**src/rtl/fb_scan_ctrl_pkg.sv**
```systemverilog
// Shared types and constants for the framebuffer scan controller.
//   PX_W / ADDR_W  : pixel and RAM address widths
//   FB_SIZE_DEFAULT: default framebuffer size in pixels (320x240)
//   scan_state_t   : controller state encoding (IDLE, SCAN, DRAIN)
//   px_entry_t     : prefetch FIFO entry (pixel byte + end-of-frame flag)
package fb_scan_ctrl_pkg;

    localparam int unsigned PX_W            = 8;
    localparam int unsigned ADDR_W          = 32;
    localparam int unsigned FB_SIZE_DEFAULT = 76800;

    typedef enum logic [1:0] {
        ST_IDLE  = 2'd0,
        ST_SCAN  = 2'd1,
        ST_DRAIN = 2'd2
    } scan_state_t;

    typedef struct packed {
        logic            last;
        logic [PX_W-1:0] data;
    } px_entry_t;

endpackage

```
**src/rtl/fb_scan_ctrl_if.sv**
```systemverilog
// Bus bundle between the scan controller and its neighbours.
//   px_*   : pixel stream towards the LCD timing engine (valid/ready)
//   wr_*   : host pixel-write port (valid/ready, error pulse)
//   fb_*   : framebuffer RAM read and write ports
// master = the controller, slave = the surrounding logic / RAM.
interface fb_scan_ctrl_if;
    import fb_scan_ctrl_pkg::*;

    logic              px_valid;
    logic              px_ready;
    logic [PX_W-1:0]   px_data;
    logic              px_last;

    logic              wr_valid;
    logic              wr_ready;
    logic [ADDR_W-1:0] wr_addr;
    logic [PX_W-1:0]   wr_data;
    logic              wr_err;

    logic [ADDR_W-1:0] fb_rad;
    logic [PX_W-1:0]   fb_rdata;
    logic [ADDR_W-1:0] fb_wad;
    logic [PX_W-1:0]   fb_wdata;
    logic              fb_wre;

    modport master (
        output px_valid, px_data, px_last,
        input  px_ready,
        input  wr_valid, wr_addr, wr_data,
        output wr_ready, wr_err,
        output fb_rad, fb_wad, fb_wdata, fb_wre,
        input  fb_rdata
    );

    modport slave (
        input  px_valid, px_data, px_last,
        output px_ready,
        output wr_valid, wr_addr, wr_data,
        input  wr_ready, wr_err,
        input  fb_rad, fb_wad, fb_wdata, fb_wre,
        output fb_rdata
    );

endinterface

```
**src/rtl/fb_prefetch_fifo.sv**
```systemverilog
// Small shift-register FIFO holding prefetched pixels.
// The head entry is always mem[0], so dout and nonempty come straight from flops.
//   clk, rst        : clock, async active-high reset
//   push, din       : write an entry (ignored when full and not popping)
//   pop             : remove the head entry (ignored when empty)
//   flush           : drop all entries; overrides push/pop
//   dout, nonempty  : head entry and its valid flag
//   count           : number of stored entries
module fb_prefetch_fifo
    import fb_scan_ctrl_pkg::*;
#(
    parameter int unsigned DEPTH = 4
) (
    input  logic                     clk,
    input  logic                     rst,
    input  logic                     push,
    input  logic                     pop,
    input  logic                     flush,
    input  px_entry_t                din,
    output px_entry_t                dout,
    output logic                     nonempty,
    output logic [$clog2(DEPTH):0]   count
);

    localparam int unsigned AW = $clog2(DEPTH);
    localparam int unsigned CW = AW + 1;

    px_entry_t      mem [DEPTH];
    logic           do_pop;
    logic           do_push;
    logic [CW-1:0]  wr_pos;
    logic [CW-1:0]  count_nxt;

    // Write slot shifts down by one when a pop happens in the same cycle.
    always_comb begin
        do_pop    = pop && (count != '0);
        do_push   = push && (do_pop || (count < CW'(DEPTH)));
        wr_pos    = do_pop ? (count - CW'(1)) : count;
        count_nxt = count;
        if (do_push && !do_pop) begin
            count_nxt = count + CW'(1);
        end else if (!do_push && do_pop) begin
            count_nxt = count - CW'(1);
        end
    end

    // Storage, occupancy and registered non-empty flag.
    always_ff @(posedge clk or posedge rst) begin
        if (rst) begin
            count    <= '0;
            nonempty <= 1'b0;
            for (int unsigned i = 0; i < DEPTH; i++) begin
                mem[i] <= '0;
            end
        end else if (flush) begin
            count    <= '0;
            nonempty <= 1'b0;
        end else begin
            if (do_pop) begin
                for (int unsigned i = 0; i + 1 < DEPTH; i++) begin
                    mem[i] <= mem[i+1];
                end
            end
            if (do_push) begin
                mem[wr_pos[AW-1:0]] <= din;
            end
            count    <= count_nxt;
            nonempty <= (count_nxt != '0);
        end
    end

    assign dout = mem[0];

endmodule

```
**src/rtl/fb_scan_ctrl.sv**
```systemverilog
// Framebuffer scan controller: owns both RAM ports, streams pixels in raster
// order through a prefetch FIFO and forwards bounds-checked host writes.
//   clk, rst    : clock, async active-high reset
//   frame_start : pulse that (re)starts a scan at address 0
//   busy        : high while scanning or draining
//   bus         : pixel stream, host write port and RAM ports (master side)
module fb_scan_ctrl
    import fb_scan_ctrl_pkg::*;
#(
    parameter int unsigned FB_SIZE    = FB_SIZE_DEFAULT,
    parameter int unsigned FIFO_DEPTH = 4,
    parameter bit          CONTINUOUS = 1'b1
) (
    input  logic          clk,
    input  logic          rst,
    input  logic          frame_start,
    output logic          busy,
    fb_scan_ctrl_if.master bus
);

    localparam int unsigned       CW        = $clog2(FIFO_DEPTH) + 1;
    localparam logic [ADDR_W-1:0] LAST_ADDR = ADDR_W'(FB_SIZE - 1);

    scan_state_t       state;
    logic [ADDR_W-1:0] rd_ptr;
    // s1: address on fb_rad this cycle; s2: its data on fb_rdata this cycle.
    logic              s1_vld;
    logic              s1_last;
    logic              s2_vld;
    logic              s2_last;
    logic [CW-1:0]     fifo_count;
    logic              fifo_pop;
    logic              can_issue;
    logic              pipe_empty;
    px_entry_t         fifo_din;
    px_entry_t         fifo_dout;

    assign fifo_pop   = bus.px_valid && bus.px_ready;
    assign fifo_din   = '{last: s2_last, data: bus.fb_rdata};
    // Reads still in the RAM pipeline are counted so they always find a slot.
    assign can_issue  = (32'(fifo_count) + 32'(s1_vld) + 32'(s2_vld)) < FIFO_DEPTH;
    assign pipe_empty = (fifo_count == '0) && !s1_vld && !s2_vld;

    fb_prefetch_fifo #(
        .DEPTH (FIFO_DEPTH)
    ) u_fifo (
        .clk      (clk),
        .rst      (rst),
        .push     (s2_vld),
        .pop      (fifo_pop),
        .flush    (frame_start),
        .din      (fifo_din),
        .dout     (fifo_dout),
        .nonempty (bus.px_valid),
        .count    (fifo_count)
    );

    assign bus.px_data = fifo_dout.data;
    assign bus.px_last = fifo_dout.last;

    // Scan sequencer. frame_start issues address 0 on the same edge so the
    // first pixel arrives two cycles later; clearing s1/s2 discards stale reads.
    always_ff @(posedge clk or posedge rst) begin
        if (rst) begin
            state      <= ST_IDLE;
            rd_ptr     <= '0;
            bus.fb_rad <= '0;
            s1_vld     <= 1'b0;
            s1_last    <= 1'b0;
            s2_vld     <= 1'b0;
            s2_last    <= 1'b0;
            busy       <= 1'b0;
        end else begin
            s2_vld  <= s1_vld;
            s2_last <= s1_last;
            s1_vld  <= 1'b0;
            if (frame_start) begin
                bus.fb_rad <= '0;
                rd_ptr     <= ADDR_W'(1);
                s1_vld     <= 1'b1;
                s1_last    <= (LAST_ADDR == '0);
                s2_vld     <= 1'b0;
                busy       <= 1'b1;
                state      <= (LAST_ADDR == '0) ? ST_DRAIN : ST_SCAN;
            end else begin
                case (state)
                    ST_SCAN: begin
                        if (can_issue) begin
                            bus.fb_rad <= rd_ptr;
                            rd_ptr     <= rd_ptr + ADDR_W'(1);
                            s1_vld     <= 1'b1;
                            s1_last    <= (rd_ptr == LAST_ADDR);
                            if (rd_ptr == LAST_ADDR) begin
                                state <= ST_DRAIN;
                            end
                        end
                    end
                    ST_DRAIN: begin
                        if (pipe_empty) begin
                            rd_ptr <= '0;
                            if (CONTINUOUS) begin
                                state <= ST_SCAN;
                            end else begin
                                state <= ST_IDLE;
                                busy  <= 1'b0;
                            end
                        end
                    end
                    ST_IDLE: begin
                        rd_ptr <= '0;
                    end
                    default: begin
                        state <= ST_IDLE;
                        busy  <= 1'b0;
                    end
                endcase
            end
        end
    end

    // Host write port: always ready outside reset, one-cycle RAM write or error.
    always_ff @(posedge clk or posedge rst) begin
        if (rst) begin
            bus.wr_ready <= 1'b0;
            bus.wr_err   <= 1'b0;
            bus.fb_wre   <= 1'b0;
            bus.fb_wad   <= '0;
            bus.fb_wdata <= '0;
        end else begin
            bus.wr_ready <= 1'b1;
            bus.wr_err   <= 1'b0;
            bus.fb_wre   <= 1'b0;
            if (bus.wr_valid && bus.wr_ready) begin
                if (bus.wr_addr < ADDR_W'(FB_SIZE)) begin
                    bus.fb_wre   <= 1'b1;
                    bus.fb_wad   <= bus.wr_addr;
                    bus.fb_wdata <= bus.wr_data;
                end else begin
                    bus.wr_err <= 1'b1;
                end
            end
        end
    end

endmodule
```
**src/flat_wrapper.sv**
```systemverilog
// flat-port wrapper written by rule: the top's interface ports become plain ports
module fb_scan_ctrl_flat import fb_scan_ctrl_pkg::*;
#(
    parameter int unsigned FB_SIZE    = FB_SIZE_DEFAULT,
    parameter int unsigned FIFO_DEPTH = 4,
    parameter bit          CONTINUOUS = 1'b1
)
  (clk, rst, frame_start, busy, bus_px_valid, bus_px_data, bus_px_last, bus_px_ready, bus_wr_valid, bus_wr_addr, bus_wr_data, bus_wr_ready, bus_wr_err, bus_fb_rad, bus_fb_wad, bus_fb_wdata, bus_fb_wre, bus_fb_rdata);
  fb_scan_ctrl_if bus_i ();
  input  logic clk;
  input  logic rst;
  input  logic frame_start;
  output logic busy;
  output wire logic [$bits(bus_i.px_valid)-1:0] bus_px_valid;
  output wire logic [$bits(bus_i.px_data)-1:0] bus_px_data;
  output wire logic [$bits(bus_i.px_last)-1:0] bus_px_last;
  input wire logic [$bits(bus_i.px_ready)-1:0] bus_px_ready;
  input wire logic [$bits(bus_i.wr_valid)-1:0] bus_wr_valid;
  input wire logic [$bits(bus_i.wr_addr)-1:0] bus_wr_addr;
  input wire logic [$bits(bus_i.wr_data)-1:0] bus_wr_data;
  output wire logic [$bits(bus_i.wr_ready)-1:0] bus_wr_ready;
  output wire logic [$bits(bus_i.wr_err)-1:0] bus_wr_err;
  output wire logic [$bits(bus_i.fb_rad)-1:0] bus_fb_rad;
  output wire logic [$bits(bus_i.fb_wad)-1:0] bus_fb_wad;
  output wire logic [$bits(bus_i.fb_wdata)-1:0] bus_fb_wdata;
  output wire logic [$bits(bus_i.fb_wre)-1:0] bus_fb_wre;
  input wire logic [$bits(bus_i.fb_rdata)-1:0] bus_fb_rdata;
  assign bus_px_valid = bus_i.px_valid;
  assign bus_px_data = bus_i.px_data;
  assign bus_px_last = bus_i.px_last;
  assign bus_i.px_ready = bus_px_ready;
  assign bus_i.wr_valid = bus_wr_valid;
  assign bus_i.wr_addr = bus_wr_addr;
  assign bus_i.wr_data = bus_wr_data;
  assign bus_wr_ready = bus_i.wr_ready;
  assign bus_wr_err = bus_i.wr_err;
  assign bus_fb_rad = bus_i.fb_rad;
  assign bus_fb_wad = bus_i.fb_wad;
  assign bus_fb_wdata = bus_i.fb_wdata;
  assign bus_fb_wre = bus_i.fb_wre;
  assign bus_i.fb_rdata = bus_fb_rdata;
  fb_scan_ctrl #(.FB_SIZE(FB_SIZE), .FIFO_DEPTH(FIFO_DEPTH), .CONTINUOUS(CONTINUOUS)) u_core (.clk(clk), .rst(rst), .frame_start(frame_start), .busy(busy), .bus(bus_i));
endmodule
```
**config.mk**
```make
export PLATFORM = sky130hd
export DESIGN_NAME = fb_scan_ctrl_flat
export DESIGN_NICKNAME = d
export VERILOG_FILES = /design/src/rtl/fb_scan_ctrl_pkg.sv /design/src/rtl/fb_scan_ctrl_if.sv /design/src/rtl/fb_prefetch_fifo.sv /design/src/rtl/fb_scan_ctrl.sv /design/src/flat_wrapper.sv
export SDC_FILE = /design/constraint.sdc
export NUM_CORES = 1
export LEC_CHECK = 0
export CORE_ASPECT_RATIO = 0.9
export CORE_MARGIN = 3
export CORE_UTILIZATION = 45
export CTS_CLUSTER_DIAMETER = 40
export CTS_CLUSTER_SIZE = 8
export DETAILED_ROUTE_END_ITERATION = 8
export PLACE_DENSITY = 0.68
export SLEW_MARGIN = 20
export SYNTH_ARGS = -nofsm -noshare
export SYNTH_HDL_FRONTEND = slang
export SYNTH_HIERARCHICAL = 1
export SYNTH_SLANG_ARGS = --single-unit
export TNS_END_PERCENT = 10
```
**constraint.sdc**
```tcl
create_clock -name clk -period 10.75 [get_ports clk]
set_input_delay 3.225 -clock clk [delete_from_list [all_inputs] [get_ports clk]]
set_output_delay 3.225 -clock clk [all_outputs]
set_load 0.005 [all_outputs]
```
==> run summary <==
The run finished with clean final reports. The number of core rows is 43. The cell area power density came out at between 150 and 200 mW/mm². The repair_antennas step left the layout with diodes totalling 0. The x dimension of the die is approximately 140 µm.

The initial utilization of the core area, before any placement, comes to 0.468. The post-route clock period utilization came out at 0.491. The largest voltage drop on the vdd net came out at roughly 0.13 mV. In the final layout, the multi-input gates occupy between 0.003 and 0.004 mm². Max-cap violations in this run came to 0. The synthesis-to-finish area growth came out at 27.8%. The critical path goes through clkdlybuf4s50_1 -> a21o_1 -> a211o_1 -> a21oi_1 -> and3_1 -> buf_4 -> mux2_2. The final-report hold violation count came out at 0.

The max-slew violation total from the final report came out at 0. The number of nets with antenna violations after detailed routing is 0. STA classifies the critical path endpoint as a flop. The maximum number of pins on one net before global-route repair came out at 74. The setup TNS after final layout came out at 0 ps. In the global route stage, overall resource usage came out at 0.195. The post-route clock skew came out at slightly below 7 ps.

By area the synthesized netlist is led by dfrtp_1 52%, mux2i_1 4.4%, mux2_2 3.7%, o221ai_1 3.2%, nor2_1 3.2%. The power consumption is 1.71 mW. The number of levels the H-tree was split into is 4. In the synthesized netlist, the cells that appear most often are 154 x dfrtp_1, 62 x nor2_1, 54 x nand2_1. The number of different library cells used by synthesis comes to 66. The final setup slack of the worst path came out at 5470 ps. The detailed-route wire length on metal 1 came out at roughly 7.4 mm.

The initial detailed-routing violation count is 254. The post-synthesis sequential area ratio is 0.524. Buffers inserted to repair hold after CTS numbered 0. The number of nets in the layout is approximately 800. Setup violations remaining at the end of the flow were counted as 0. The netlist area before placement is 0.00735 mm². The full die area is about 0.018 mm². The placement-stage cell area came out at approximately 0.0088 mm². The number of resized instances in the post-cts repair step came out at 0.

Static timing analysis puts the maximum clock frequency at between 150 and 200 MHz. Input and output buffers added on the ports amount to around 140. The die extent in y is between 100 and 150 µm. The detailed-router iteration count before antenna repair is 5. The routed design uses about 7.4 mm of met2 wire. The combined buffer and inverter count along the critical path is 2.

The count of flip-flops with a built-in enable after synthesis is 0. The largest driver fanout on the critical path came out at 29. The synthesized design spends more area on one cell type than any other, namely dfrtp_1. CTS placed an instance of clkbuf_16 at the clock tree root. The count of vias placed by the detailed router is between 5000 and 6000.

The post-synthesis sequential element count came out at between 150 and 200. TritonCTS built the clock tree. The data arrival at the endpoint of the critical path came out at approximately 5600 ps.

The area inside the core boundary is 0.0157 mm². The share of synthesized flip-flops with an asynchronous set or reset came out at 1.00. Using the TritonRoute via totals, the vias-per-cell ratio works out to around 5.4. The pin slew with the least headroom to its limit came out at about 1100 ps.

For this run, the slowest stage of the critical path takes 480 ps. The fill cell total of the finished layout came out at 1266. The final standard cell count with taps included and fillers excluded is between 900 and 1000. The initial antenna violation count is 0. The number of warnings issued by yosys came out at 6. On the critical path the largest part of the delay comes from buffers and inverters. For this design, the slowest cell found on the critical path is and3_1. The setup path with the least slack is of type primary input to flop. STA classifies the critical path startpoint as a primary input.

Final hold analysis gives a worst-case slack of between 300 and 400 ps. The via count of the first global-routing pass came out at between 5000 and 6000. The cell count after placement is about 950. The mean cell area of the mapped netlist is around 12 µm².

The relative slew slack came out at 0.257. The summed area of non-filler cells in the final layout came out at 0.00939 mm². The worst-skew pair later-pin latency came out at around 420 ps. The CTS buffer count is 17. The maximum clock path buffer count is 2. Clock-pin slew was measured on the worst setup and hold paths at 60 ps.

The most numerous cell in the Yosys netlist is dfrtp_1. The utilization after layout came out at 0.598. The final RePlAce weighted congestion came out at between 0.8 and 0.9. The number of post-CTS setup repair buffers came out at 0.

Setup repair after global routing left no endpoint under its margin. The total wire length after detailed routing came out at between 15 and 20 mm. Summed over all cells, the static leakage comes to slightly below 4 nW. The wire length of the first global-routing pass came out at ~28 mm. For this design, the sink count on the clock tree is ~150. After detailed routing, the average wire length per cell comes to between 15 and 20 µm.

The worst-case setup slack after placement came out at 4990 ps. When the netlist entered floorplanning its net count stood at about 700. In the routed design, unresolved DRC markers number 0. The cell count after synthesis came out at roughly 640.

The routed design uses about 1.6 mm of met3 wire. The minimum clock period came out at between 5000 and 6000 ps. The sum of overflow across all layers after global routing is 0.

The worst endpoint required time came out at roughly 11000 ps. For this design the top-level I/O count stands at about 140. The footprint of the flip-flops and latches came out at just under 0.004 mm². The share of synthesized area in the top cell type comes to 0.524. The highest layer used for signal routing is met4. Among all flip-flop cells after synthesis, the most frequent one is dfrtp_1.

The HPWL after detailed placement came out at ~12 mm. The share of layout cells above drive strength 1 came out at 0.147. The type of the tightest min-delay check is flop to flop.
-- flip-flops by register name, indices dropped and copies added, names as in the netlist, named ones only --
signal / flops
u_core/state: 2
u_core/bus.fb_rad: 32
u_core/bus.fb_wad: 32
u_core/s2_vld: 1
u_core/busy: 1
u_core/u_fifo/nonempty: 1
u_core/u_fifo/mem: 18
u_core/bus.wr_ready: 1
u_core/s1_vld: 1
u_core/bus.wr_err: 1
u_core/s1_last: 1
u_core/bus.fb_wdata: 8
u_core/rd_ptr: 32
u_core/u_fifo/count: 3
u_core/s2_last: 1
u_core/u_fifo/dout: 9
u_core/bus.fb_wre: 1
-- worst reg2reg max path: stages, from the launching register on --
cell	delay, ps
dfrtp_1	630
ha_1	320
a21o_1	190
a211oi_2	480
nand2_2	730
mux2i_1	410
nor2_1	70
-- cells in the final DEF, fill, tap and decap left out, drive strengths merged, types with 3 or more instances in the layout --
cell           count
nor3               5
xor2               3
mux2              34
bufinv             3
clkdlybuf4s50    137
and3               7
o221ai            27
mux2i             32
a21o               4
and2               7
dfrtp            154
nor2b             18
nand4              9
o21ai              4
nor4              11
buf                7
and4               6
and2b              3
clkinv             6
nand2b             6
nand3             13
inv               43
nor2              62
nand2             55
clkbuf            18
a211o              4
xnor2             22
ha                 5
a211oi             9
a31oi              4
a21oi             14
a2111oi           17
-- metal layers --
metal  GRT usage  up-vias
met1       0.261     2542
li1            -     2506
met5           0        -
met2       0.287      164
met4      0.0598        0
met3      0.0868       15
-- worst paths after layout --
check / start / end / slack (ps) / depth (start not counted)
max in group asynchronous: rst / u_core/rd_ptr[15]$_DFFE_PP0P_ / 6210 / 3
worst min register to register: u_core/s1_last$_DFFE_PP0P_ / u_core/s2_last$_DFF_PP0_ / 380 / 0
min in group asynchronous: rst / u_core/bus.fb_wad[11]$_DFFE_PP0P_ / 3240 / 2
worst max register to register: u_core/u_fifo/count[0]$_DFF_PP0_ / u_core/bus.fb_rad[15]$_DFFE_PP0P_ / 7780 / 6
worst max-delay path: bus_wr_addr[11] / u_core/bus.fb_wdata[1]$_DFFE_PP0P_ / 5470 / 7
worst min-delay path: u_core/s1_last$_DFFE_PP0P_ / u_core/s2_last$_DFF_PP0_ / 380 / 0
-- power breakdown --
| group | internal, mW | switching (mW) | total (mW) | leakage, nW |
|---|---|---|---|---|
| Clock | 0.372 | 0.239 | 0.612 | 0.293 |
| Combinational | 0.181 | 0.205 | 0.386 | 1.56 |
| Sequential | 0.655 | 0.0554 | 0.711 | 2.07 |
| Total | 1.21 | 0.500 | 1.71 | 3.93 |
-- logic make-up after synthesis --
| family | share of synthesized area |
|---|---|
| simple gates | 0.147 |
| flops | 0.524 |
| compound gates | 0.135 |
| buf+inv | 0.0550 |
| mux | 0.100 |
| xor+xnor | 0.0298 |
| fa+ha+maj | 0.00851 |
| other cells | 0.000510 |
-- layout make-up --
class,instances,share of cell area
inverters,41,0.0167
clock inverters,13,0.0179
multi-input cells,404,0.330
clock buffers,18,0.0468
well taps,202,0.0269
repair buffers,144,0.151
flip-flops and latches,154,0.410
No activity file was read; power rests on OpenSTA's default activity.
